--- config.mk ---
export PLATFORM = sky130hd
export DESIGN_NAME = irq_arbiter
export DESIGN_NICKNAME = d
export VERILOG_FILES = /design/src/rtl/irq_pkg.sv /design/src/rtl/irq_sync.sv /design/src/rtl/irq_arbiter.sv
export SDC_FILE = /design/constraint.sdc
export NUM_CORES = 1
export LEC_CHECK = 0
export ABC_CLOCK_PERIOD_IN_PS = 1800
export BUFFER_PORTS_ARGS = -buffer_cell sky130_fd_sc_hd__buf_4
export CAP_MARGIN = 15
export CORE_MARGIN = 2
export CORE_UTILIZATION = 50
export DETAILED_ROUTE_END_ITERATION = 7
export PLACE_DENSITY = 0.88
export SLEW_MARGIN = 20
export SYNTH_ARGS = -nofsm -noshare
export SYNTH_HDL_FRONTEND = slang
export SYNTH_HIERARCHICAL = 1
export SYNTH_SLANG_ARGS = --single-unit
export TNS_END_PERCENT = 10
--- constraint.sdc ---
create_clock -name clk -period 1.8 [get_ports clk]
set_input_delay 0 -clock clk [delete_from_list [all_inputs] [get_ports clk]]
set_output_delay 0 -clock clk [all_outputs]
set_load 0.05 [all_outputs]
--- src/rtl/irq_pkg.sv ---
// Shared definitions for the parametrised interrupt arbiter.
// Also holds the cause-code constants that CSRFile uses to build mcause.
package irq_pkg;

   typedef enum logic {
      IDLE   = 1'b0,
      ACTIVE = 1'b1
   } irq_state_e;

   localparam int DEF_NUM_SRC = 8;
   localparam int DEF_IDX_W   = 4;

   // mcause = CAUSE_INT_BIT | (CAUSE_EXT_BASE + int_index)
   localparam logic [31:0] CAUSE_INT_BIT  = 32'h8000_0000;
   localparam logic [31:0] CAUSE_EXT_BASE = 32'd16;

endpackage

--- src/rtl/irq_sync.sv ---
// Per-source synchroniser; emits a rise pulse (edge source)
// or the synchronised level (level source).
module irq_sync #(
   parameter int SYNC_STAGES = 2,
   parameter bit EDGE        = 1'b1
) (
   input  logic clk,
   input  logic rst,
   input  logic src_i,
   output logic out_o
);

   logic [SYNC_STAGES-1:0] sync_q;
   logic [SYNC_STAGES-1:0] sync_d;

   always_comb begin
      sync_d = {sync_q[SYNC_STAGES-2:0], src_i};
   end

   always_ff @(posedge clk or posedge rst) begin
      if (rst) sync_q <= '0;
      else     sync_q <= sync_d;
   end

   if (EDGE) begin : g_edge
      logic dly_q;
      logic dly_d;

      always_comb begin
         dly_d = sync_q[SYNC_STAGES-1];
      end

      always_ff @(posedge clk or posedge rst) begin
         if (rst) dly_q <= 1'b0;
         else     dly_q <= dly_d;
      end

      assign out_o = sync_q[SYNC_STAGES-1] & ~dly_q;
   end else begin : g_level
      assign out_o = sync_q[SYNC_STAGES-1];
   end

endmodule

--- src/rtl/irq_arbiter.sv ---
// Interrupt controller: synchronise, latch, fixed-priority arbitrate,
// and drive trap entry/exit pulses towards IF and the CSR file.
module irq_arbiter
   import irq_pkg::*;
#(
   parameter int                 NUM_SRC     = DEF_NUM_SRC,
   parameter int                 IDX_W       = DEF_IDX_W,
   parameter int                 SYNC_STAGES = 2,
   parameter logic [NUM_SRC-1:0] EDGE_MASK   = {NUM_SRC{1'b1}}
) (
   input  logic               clk,
   input  logic               rst,
   input  logic [NUM_SRC-1:0] irq_src,
   input  logic [NUM_SRC-1:0] irq_enable,
   input  logic               int_mstatus_mie,
   input  logic               core_ready,
   input  logic               mret_en,
   output logic               trap_entry_en,
   output logic               trap_exit_en,
   output logic [IDX_W-1:0]   int_index,
   output logic               int_active,
   output logic [NUM_SRC-1:0] irq_pending
);

   irq_state_e         state_q, state_d;
   logic               entry_q, entry_d;
   logic               exit_q, exit_d;
   logic [IDX_W-1:0]   index_q, index_d;
   logic               active_q, active_d;
   logic [NUM_SRC-1:0] pend_q, pend_d;

   logic [NUM_SRC-1:0] sync_out;
   logic [NUM_SRC-1:0] pend;
   logic [NUM_SRC-1:0] req;
   logic [NUM_SRC-1:0] win_oh;
   logic [IDX_W-1:0]   win_idx;
   logic               go;

   for (genvar i = 0; i < NUM_SRC; i++) begin : g_src
      irq_sync #(
         .SYNC_STAGES (SYNC_STAGES),
         .EDGE        (EDGE_MASK[i])
      ) u_sync (
         .clk   (clk),
         .rst   (rst),
         .src_i (irq_src[i]),
         .out_o (sync_out[i])
      );
   end

   // Edge bits come from the latch, level bits straight from the synchroniser.
   assign pend = (pend_q & EDGE_MASK) | (sync_out & ~EDGE_MASK);
   assign req  = pend & irq_enable;
   assign win_oh = req & (~req + NUM_SRC'(1));

   always_comb begin
      win_idx = '0;
      for (int i = NUM_SRC - 1; i >= 0; i--) begin
         if (req[i]) win_idx = IDX_W'(i);
      end
   end

   assign go = (state_q == IDLE) & int_mstatus_mie & (|req) & core_ready;

   // Set wins over the entry-cycle clear.
   always_comb begin
      pend_d = ((pend_q & ~(go ? win_oh : '0)) | sync_out) & EDGE_MASK;
   end

   always_ff @(posedge clk or posedge rst) begin
      if (rst) state_q <= IDLE;
      else     state_q <= state_d;
   end

   always_comb begin
      state_d = state_q;
      unique case (state_q)
         IDLE:    if (go) state_d = ACTIVE;
         ACTIVE:  if (mret_en) state_d = IDLE;
         default: state_d = IDLE;
      endcase
   end

   always_comb begin
      entry_d  = go;
      exit_d   = (state_q == ACTIVE) & mret_en;
      index_d  = go ? win_idx : index_q;
      active_d = (state_d == ACTIVE);
   end

   always_ff @(posedge clk or posedge rst) begin
      if (rst) begin
         entry_q  <= 1'b0;
         exit_q   <= 1'b0;
         index_q  <= '0;
         active_q <= 1'b0;
         pend_q   <= '0;
      end else begin
         entry_q  <= entry_d;
         exit_q   <= exit_d;
         index_q  <= index_d;
         active_q <= active_d;
         pend_q   <= pend_d;
      end
   end

   assign trap_entry_en = entry_q;
   assign trap_exit_en  = exit_q;
   assign int_index     = index_q;
   assign int_active    = active_q;
   assign irq_pending   = pend;

endmodule

**Word-level counts from Yosys, hierarchy flattened**

Cells that the tools add are included.

- Register bits: 39
- Input bits: 21
- Output and inout port bits: 15

- Add/sub/neg operators: 1
- Muxes and demuxes: 12
- Bitwise gates (word level): 27
- Reductions and logical operators: 1

Operators by type and width:

| cell | number |
|---|---|
| bitwise AND 8 bit | 3 |
| 2-to-1 mux 3 bit | 7 |
| inverter 8 bit | 2 |
| bitwise AND 1 bit | 12 |
| inverter 1 bit | 9 |
| adder 8 x 1 -> 8 bit (second input constant) | 1 |
| 2-to-1 mux 8 bit | 1 |
| bitwise OR 8 bit | 1 |
| OR reduction 8 bit | 1 |
| 2-to-1 mux 4 bit | 1 |
| 2-to-1 mux 1 bit | 2 |
| one-hot mux 1 bit (2 select lines) | 1 |

**Longest topological paths before layout**

Gate-level depths: netlist of the first run.

- Depth in word-level cells: 9
- Depth in mapped cells: 4
- Mapped depth without buffers: 4

**Cells and area by module**

Netlist of the first run, hierarchy kept.

Modules (own cells, without submodules):

| module | times used | cells an instance | area an instance (um^2) |
|---|---|---|---|
| irq_sync | 8 | 5 | 92.6 |
| irq_arbiter | 1 | 68 | 691.9 |

**Worst setup path before layout of the first run**

OpenSTA, ideal clock, no wires.

- Path kind: reg2reg
- Start point: register pend_q[3], in the netlist irq_pending[3]
- End point: register pend_q[7], in the netlist irq_pending[7]
- Arrival: 1.425 ns
- Data required time: 1.682 ns
- Slack: 0.257 ns
- Cell stages (with the launch flop): 5
- Path buffers: 0
- Clock period less this slack: 1.543 ns
- Cells stage by stage: dfrtp_1 -> a22o_1 -> nor3_4 -> nand4_1 -> a21o_1

- Word-level cells in the longest chain between the ends: 8

Ends and longest elaborated chain:

| element | line | RTL |
|---|---|---|
| from (decl) | irq_arbiter.sv:30 | `logic [NUM_SRC-1:0] pend_q, pend_d;` |
| from (signal assigned) | irq_arbiter.sv:103 | `pend_q <= pend_d;` |
| bitwise AND 8 bit (*) | irq_arbiter.sv:53 | `assign req = pend & irq_enable;` |
| inverter 8 bit or OR reduction 8 bit (tied branches) | irq_arbiter.sv:54, irq_arbiter.sv:63 |  |
| adder 8 x 1 -> 8 bit or bitwise AND 1 bit (tied branches) | irq_arbiter.sv:54, irq_arbiter.sv:63 |  |
| bitwise AND 8 bit or bitwise AND 1 bit (tied branches) | irq_arbiter.sv:54, irq_arbiter.sv:63 |  |
| 2-to-1 mux 8 bit (*) | irq_arbiter.sv:67 | `pend_d = ((pend_q & ~(go ? win_oh : '0)) \| sync_out) & EDGE_MASK;` |
| inverter 8 bit (*) | irq_arbiter.sv:67 |  |
| bitwise AND 8 bit (*) | irq_arbiter.sv:67 |  |
| bitwise OR 8 bit (*) | irq_arbiter.sv:67 |  |
| named net pend_d[7] | irq_arbiter.sv:30 |  |

The timed path passes the listed nets; every way through them passes the cells marked *.
A chain may end at the register's enable or synchronous reset.

**Worst setup path after layout of the first run**

- Start point: register pend_q[3], in the netlist irq_pending[3]
- End point: register pend_q[5], in the netlist irq_pending[5]

Same word-level chain as after synthesis.

==> results of run 1 <==
-- per-layer routing --
metal | share of wire (%) | vias to the layer above | GRT usage, %
li1 | - | 474 | -
met1 | 38 | 490 | 21.9
met2 | 56 | 40 | 35.2
met3 | 5.7 | 2 | 6.35
met4 | 0.32 | 0 | 4.98
met5 | 0 | - | 0
-- final cells by class --
class / count / area (um2) / area share [%]
multi-input combinational: 58 / 433 / 22.4
clock buffer: 5 / 37.5 / 1.94
clock inverter: 2 / 10.0 / 0.517
timing repair buffer: 51 / 425 / 22.0
sequential: 38 / 951 / 49.1
inverter: 11 / 41.3 / 2.13
tap: 31 / 38.8 / 2.00
-- path summary, 6_finish.rpt --
kind                                           start                         to  slack (ps)  depth (start not counted)
min in group asynchronous                        rst  g_src[7].u_sync/sync_q[1]         140                          3
hold / removal                       int_mstatus_mie              trap_entry_en          20                          3
hold reg to reg            g_src[0].u_sync/sync_q[0]  g_src[0].u_sync/sync_q[1]         360                          0
max in group asynchronous                        rst             irq_pending[2]        1130                          3
setup / recovery                      irq_pending[3]             irq_pending[5]         350                          4
setup reg to reg                      irq_pending[3]             irq_pending[5]         350                          4
-- report_power, final --
group / internal [mW] / switching, mW / leakage, nW
registers: 0.911 / 0.0420 / 0.429
logic: 0.144 / 0.214 / 0.482
clock network: 0.141 / 0.249 / 0.0308
-- cells by family (layout without fill, tap and decap cells) --
group,after synthesis,in the layout,share of synthesized area (%)
other cells,1,1,0.262
simple gates,33,33,17.1
compound gates,24,24,12.8
buf+inv,12,69,3.41
flops,38,38,66.4
-- cells in the final DEF (no fill, tap or decap), types with 2 or more instances in the layout --
cell            n
nor2_1          4
inv_1          11
nand2_1        11
a21oi_1         3
nand3_1         6
a21o_1          9
dfrtp_1        38
clkbuf_4        5
nor2b_4         8
buf_4          34
clkinv_2        2
a22o_1          2
a22oi_1         4
dlygate4sd3_1  17
-- critical path: stages, from the launching register on --
cell	delay [ps]
dfrtp_1	460
a22o_1	290
nor3_4	270
nand3_1	140
a21o_1	190
-- sequential cells by signal, indices dropped and copies added, names as in the netlist --
register	count
int_index	3
g_src.u_sync/g_edge.dly_q	8
trap_entry_en	1
g_src.u_sync/sync_q	16
int_active	1
trap_exit_en	1
irq_pending	8
==> impl_results.md, run 1 <==
- Crit path time final: 1450 ps
- TritonCTS buffer count: 5
- Post-route worst setup slack: 355 ps
- Starting density of the core: 52.4%
- Latest clock arrival within the worst-skew pair: 320 ps
- Worst-path clk slew: 110 ps
- Leak: 0.942 nW
- Gr ovfl total: 0
- Critical-path maximum fanout: 6
- Port Buffer Count: 34
- Final Cycle Share: 80.3%
- Worst EP arrival: 1670 ps
- Largest area contributor in the netlist: dfrtp_1
- CTS tree: yes
- Drt wl/cell: 14.2 um
- Detailed placer's ending HPWL: 1980 um
- Clock sinks: 38
- Ant. Diodes: 0
- Tot Pwr: 1.70 mW
- EDFF count, synth: 0
- Post-CTS Setup Inserts: 0
- CTS max path bufs: 2
- Remaining DRCs: 0
- Tot GR Track Use: 19.4%
- Max-slew headroom: 64.5%
- Final ANT Viol Nets: 0
- Mean Syn Cell Area: 13.3 um2
- Post-CTS sizing: 0
- Fin cells: 196
- First DRT Iteration DRCs: 29
- Post-layout util: 70.8%
- Total number of vias: 1006
- Root buf cell: clkbuf_4
- Area Overhead vs Synth: 35.2%
- Skew final: 11.7 ps
- Vias in the first global route: 1135
- Final Hold Fails: 0
- Synth unique cells: 22
- Initial antenna violation count: 0
- # IOs: 36
- Placed inst area: 1720 um2
- Top-count cell post-synth: dfrtp_1
- Fraction of registers with async set/reset: 100%
- Max Cap Viol: 0
- Share of the synthesized area in the top cell type: 66.4%
- Register area share after synthesis: 66.4%
- Achievable Freq: 0.692 GHz
- DIE AREA: 3310 um2
- Dpl cells: 172
- Main flop type after synthesis: dfrtp_1
- PwrDens: 878 nW/um2
- Die width: 57.5 um
- Status: completed
- RSZ-0062 raised after global routing: no
- Pre-CTS setup slack: 407 ps
- Syn_nets: 129
- Peak VDD IR: 744 uV
- Die Ht: 57.5 um
- Nets: 186
- Vias per cell: 5.13
- Worst Setup End Kind: register
- Startpoint Class: register
- Slew Viols, Final: 0
- #FFs+latches synth: 38
- CP required: 2030 ps
- # fillers: 168
- Total routed wirelength: 2790 um
- DR pass1 iterations: 4
- Synth Instances: 108
- Setup-failing EPs final: 0
- H-tree depth: 2
- Mapped cell area: 1430 um2
- Global-route wire length before repair: 4880 um
- Ratio of cells with drive above 1 in the final layout: 32.1%
- Crit path kind: register to register
- Hold WS: 23.6 ps
- CTS Hold Bufs: 17
- Core area: 2730 um2
- Hold crit path type: input pin to register
- Fin area: 1940 um2
- Largest net degree at the start of global routing: 15
- GPL Wtd Cong: 0.795
- Final setup TNS: 0 ps
- Synth cell count leaders: dfrtp_1, inv_1, nand2_1, a21o_1, nor2b_4
- Syn. warnings: 6
- Top cells by area, synth: dfrtp_1, nor2b_4, a21o_1
- Measured slew at the worst slew-check pin: 532 ps
- Site Rows: 19
(Power assumes the default switching activity.)
==> run 2: changes to the inputs <==
--- a/config.mk
+++ b/config.mk
@@ -5,7 +5,7 @@
 export SDC_FILE = /design/constraint.sdc
 export NUM_CORES = 1
 export LEC_CHECK = 0
-export ABC_CLOCK_PERIOD_IN_PS = 1800
+export ABC_CLOCK_PERIOD_IN_PS = 1500
 export BUFFER_PORTS_ARGS = -buffer_cell sky130_fd_sc_hd__buf_4
 export CAP_MARGIN = 15
 export CORE_MARGIN = 2
==> constraint.sdc (replaced) <==
create_clock -name clk -period 1.5 [get_ports clk]
set_input_delay 0 -clock clk [delete_from_list [all_inputs] [get_ports clk]]
set_output_delay 0 -clock clk [all_outputs]
set_load 0.05 [all_outputs]
==> run 2 against run 1 <==
  * Global-route usage is 2.0 points higher
  * Non-clock buffer count is 3 higher
  * Power is 44% higher
  * Setup slack worse by 280 ps
  * Critical path depth stayed put
  * Clock power is 120% higher
  * Worst hold slack better by 110 ps
  * Combinational power is 22% higher
  * Sequential power is 20% higher
  * Critical path type unchanged
  * Largest cell class unchanged
==> impl_results.md, run 2 (same netlist as run 1, synthesis figures left out) <==
- P_sw: 0.659 mW (+31%)
- Worst EP arrival: 1680 ps (about the same)
- Site Rows: 19 (unchanged)
- CTS tree: yes
- Die Ht: 57.5 um (unchanged)
- Startpoint Class: register
- Core area: 2730 um2 (unchanged)
- Dpl cells: 172 (unchanged)
- Most flop-heavy register: g_src.u_sync/sync_q
- Setup-failing EPs final: 0 (unchanged)
- Pint: 1.79 mW (+50%)
- Worst-path clk slew: 120 ps (about the same)
- Worst Setup End Kind: register
- Max Cap Viol: 0 (unchanged)
- Max reg flops: 16 (unchanged)
- CP required: 1760 ps (-270 ps)
- Critical-path maximum fanout: 6 (unchanged)
- Post-CTS sizing: 0 (unchanged)
- Total number of vias: 1024 (+1.8%)
- Achievable Freq: 0.701 GHz (+1.3%)
- CTS max path bufs: 2 (unchanged)
- Port Buffer Count: 34 (unchanged)
- Starting density of the core: 52.4% (unchanged)
- TritonCTS buffer count: 5 (unchanged)
- Ratio of cells with drive above 1 in the final layout: 34.3% (+2.2 points)
- Root buf cell: clkbuf_4
- Latest clock arrival within the worst-skew pair: 360 ps (+40 ps)
- Slew Viols, Final: 0 (unchanged)
- Measured slew at the worst slew-check pin: 536 ps (+3.88 ps)
- Skew final: 10.2 ps (-1.47 ps)
- Status: completed
- Die width: 57.5 um (unchanged)
- Ant. Diodes: 0 (unchanged)
- Final setup TNS: 0 ps (unchanged)
- Remaining DRCs: 0 (unchanged)
- Final Hold Fails: 0 (unchanged)
- CTS Hold Bufs: 20 (+3)
- Final ANT Viol Nets: 0 (unchanged)
- Crit. Startpoint: irq_pending[3]
- Max-slew headroom: 64.2% (-0.26 points)
- PwrDens: 1210 nW/um2 (+38%)
- Drt wl/cell: 14.6 um (+2.7%)
- Crit path kind: register to register
- Crit Reg-Reg Startpoint: irq_pending[3]
- Largest net degree at the start of global routing: 15 (unchanged)
- H-tree depth: 2 (unchanged)
- Gr ovfl total: 0 (unchanged)
- Peak VDD IR: 1160 uV (+55%)
- Clk pwr share: 35.6% (+13 points)
- # IOs: 36 (unchanged)
- Vias in the first global route: 1115 (-1.8%)
- Tot GR Track Use: 21.5% (+2.0 points)
- Post-CTS Setup Inserts: 0 (unchanged)
- Crit path time final: 1430 ps (-18.3 ps)
- DIE AREA: 3310 um2 (unchanged)
- Final Cycle Share: 95.1% (+15 points)
- Sequential share of power: 46.6% (-9.4 points)
- Vias per cell: 5.12 (-0.25%)
- Global-route wire length before repair: 5200 um (+6.5%)
- DR pass1 iterations: 4 (unchanged)
- RSZ-0062 raised after global routing: no
- Hold crit path type: input pin to asynchronous set/reset pin
- Most frequent cells in the layout: dfrtp_1, buf_4, dlygate4sd3_1
- Detailed placer's ending HPWL: 1950 um (-1.3%)
- Leak: 0.978 nW (+3.8%)
- Sw Share: 26.9% (-2.8 points)
- Logic gate share of total power: 17.7% (-3.4 points)
- Clock sinks: 38 (unchanged)
- Nets: 189 (+1.6%)
- First DRT Iteration DRCs: 16 (-45%)
- Fin cells: 200 (+2.0%)
- GPL Wtd Cong: 0.832 (+4.6%)
- Initial antenna violation count: 0 (unchanged)
- Total routed wirelength: 2920 um (+4.8%)
- Area Overhead vs Synth: 41.7%
==> run 2: changes by cell type in the layout (fill, tap and decap cells not counted), sizes merged <==
cell and delta:
clkinv -1, dlygate4sd3 +3, bufinv +2
==> run 2: power groups by stage <==
stage / Clock (mW) / Sequential (mW) / Combinational, mW
6_report: 0.874 / 1.14 / 0.435
5_1_grt: 0.934 / 1.15 / 0.465
4_1_cts: 0.888 / 1.15 / 0.434
3_5_place_dp: 0 / 1.17 / 0.391
3_3_place_gp: 0 / 1.16 / 0.383
2_1_floorplan: 0 / 1.29 / 0.125
==> run 2: area by class of cell <==
type / count / area [um2]
sequential: 38 / 956
fill: 159 / 703
clock inverter: 3 / 68.8
tap: 31 / 38.8
multi-input combinational: 58 / 433
clock buffer: 5 / 37.5
timing repair buffer: 54 / 455
inverter: 11 / 41.3
==> run 2: critical path: stages, from the launching register on <==
cell and delay, ps:
dfrtp_2 460, a22o_1 280, nor3_4 270, nand4_1 120, a21o_1 190
==> run 2: path summary, 6_finish.rpt <==
kind | end | slack (ps) | cells after the start
worst max register to register | irq_pending[7] | 70 | 4
worst min register to register | g_src[5].u_sync/sync_q[1] | 360 | 0
worst min-delay path | g_src[1].u_sync/g_edge.dly_q | 130 | 3
worst max-delay path | irq_pending[7] | 70 | 4
max in group asynchronous | irq_pending[5] | 800 | 3
min in group clk | g_src[7].u_sync/sync_q[0] | 290 | 2
==> run 2: metal layers <==
layer / track usage [%] / up-vias / part of all wire [%]
met3: 7.48 / 8 / 5.2
met5: 0 / - / 0
met1: 24.4 / 499 / 40
li1: - / 483 / -
met2: 35.9 / 34 / 52
met4: 10.6 / 0 / 3.0
==> run 2: stage by stage <==
step | cell area [um2] | power, mW | util (%) | setup WS, ps | hold slack (ps)
6_report | 2030 | 2.45 | 74.3 | 73.3 | 133
5_1_grt | 2030 | 2.55 | 74.3 | 15.4 | 118
4_1_cts | 2030 | 2.47 | 74.3 | 81.0 | 101
3_5_place_dp | 1720 | 1.56 | 63.1 | 103 | -65.1
3_3_place_gp | 1720 | 1.54 | 63.1 | 161 | -72.3
2_1_floorplan | 1440 | 1.41 | - | -4.45 | -246
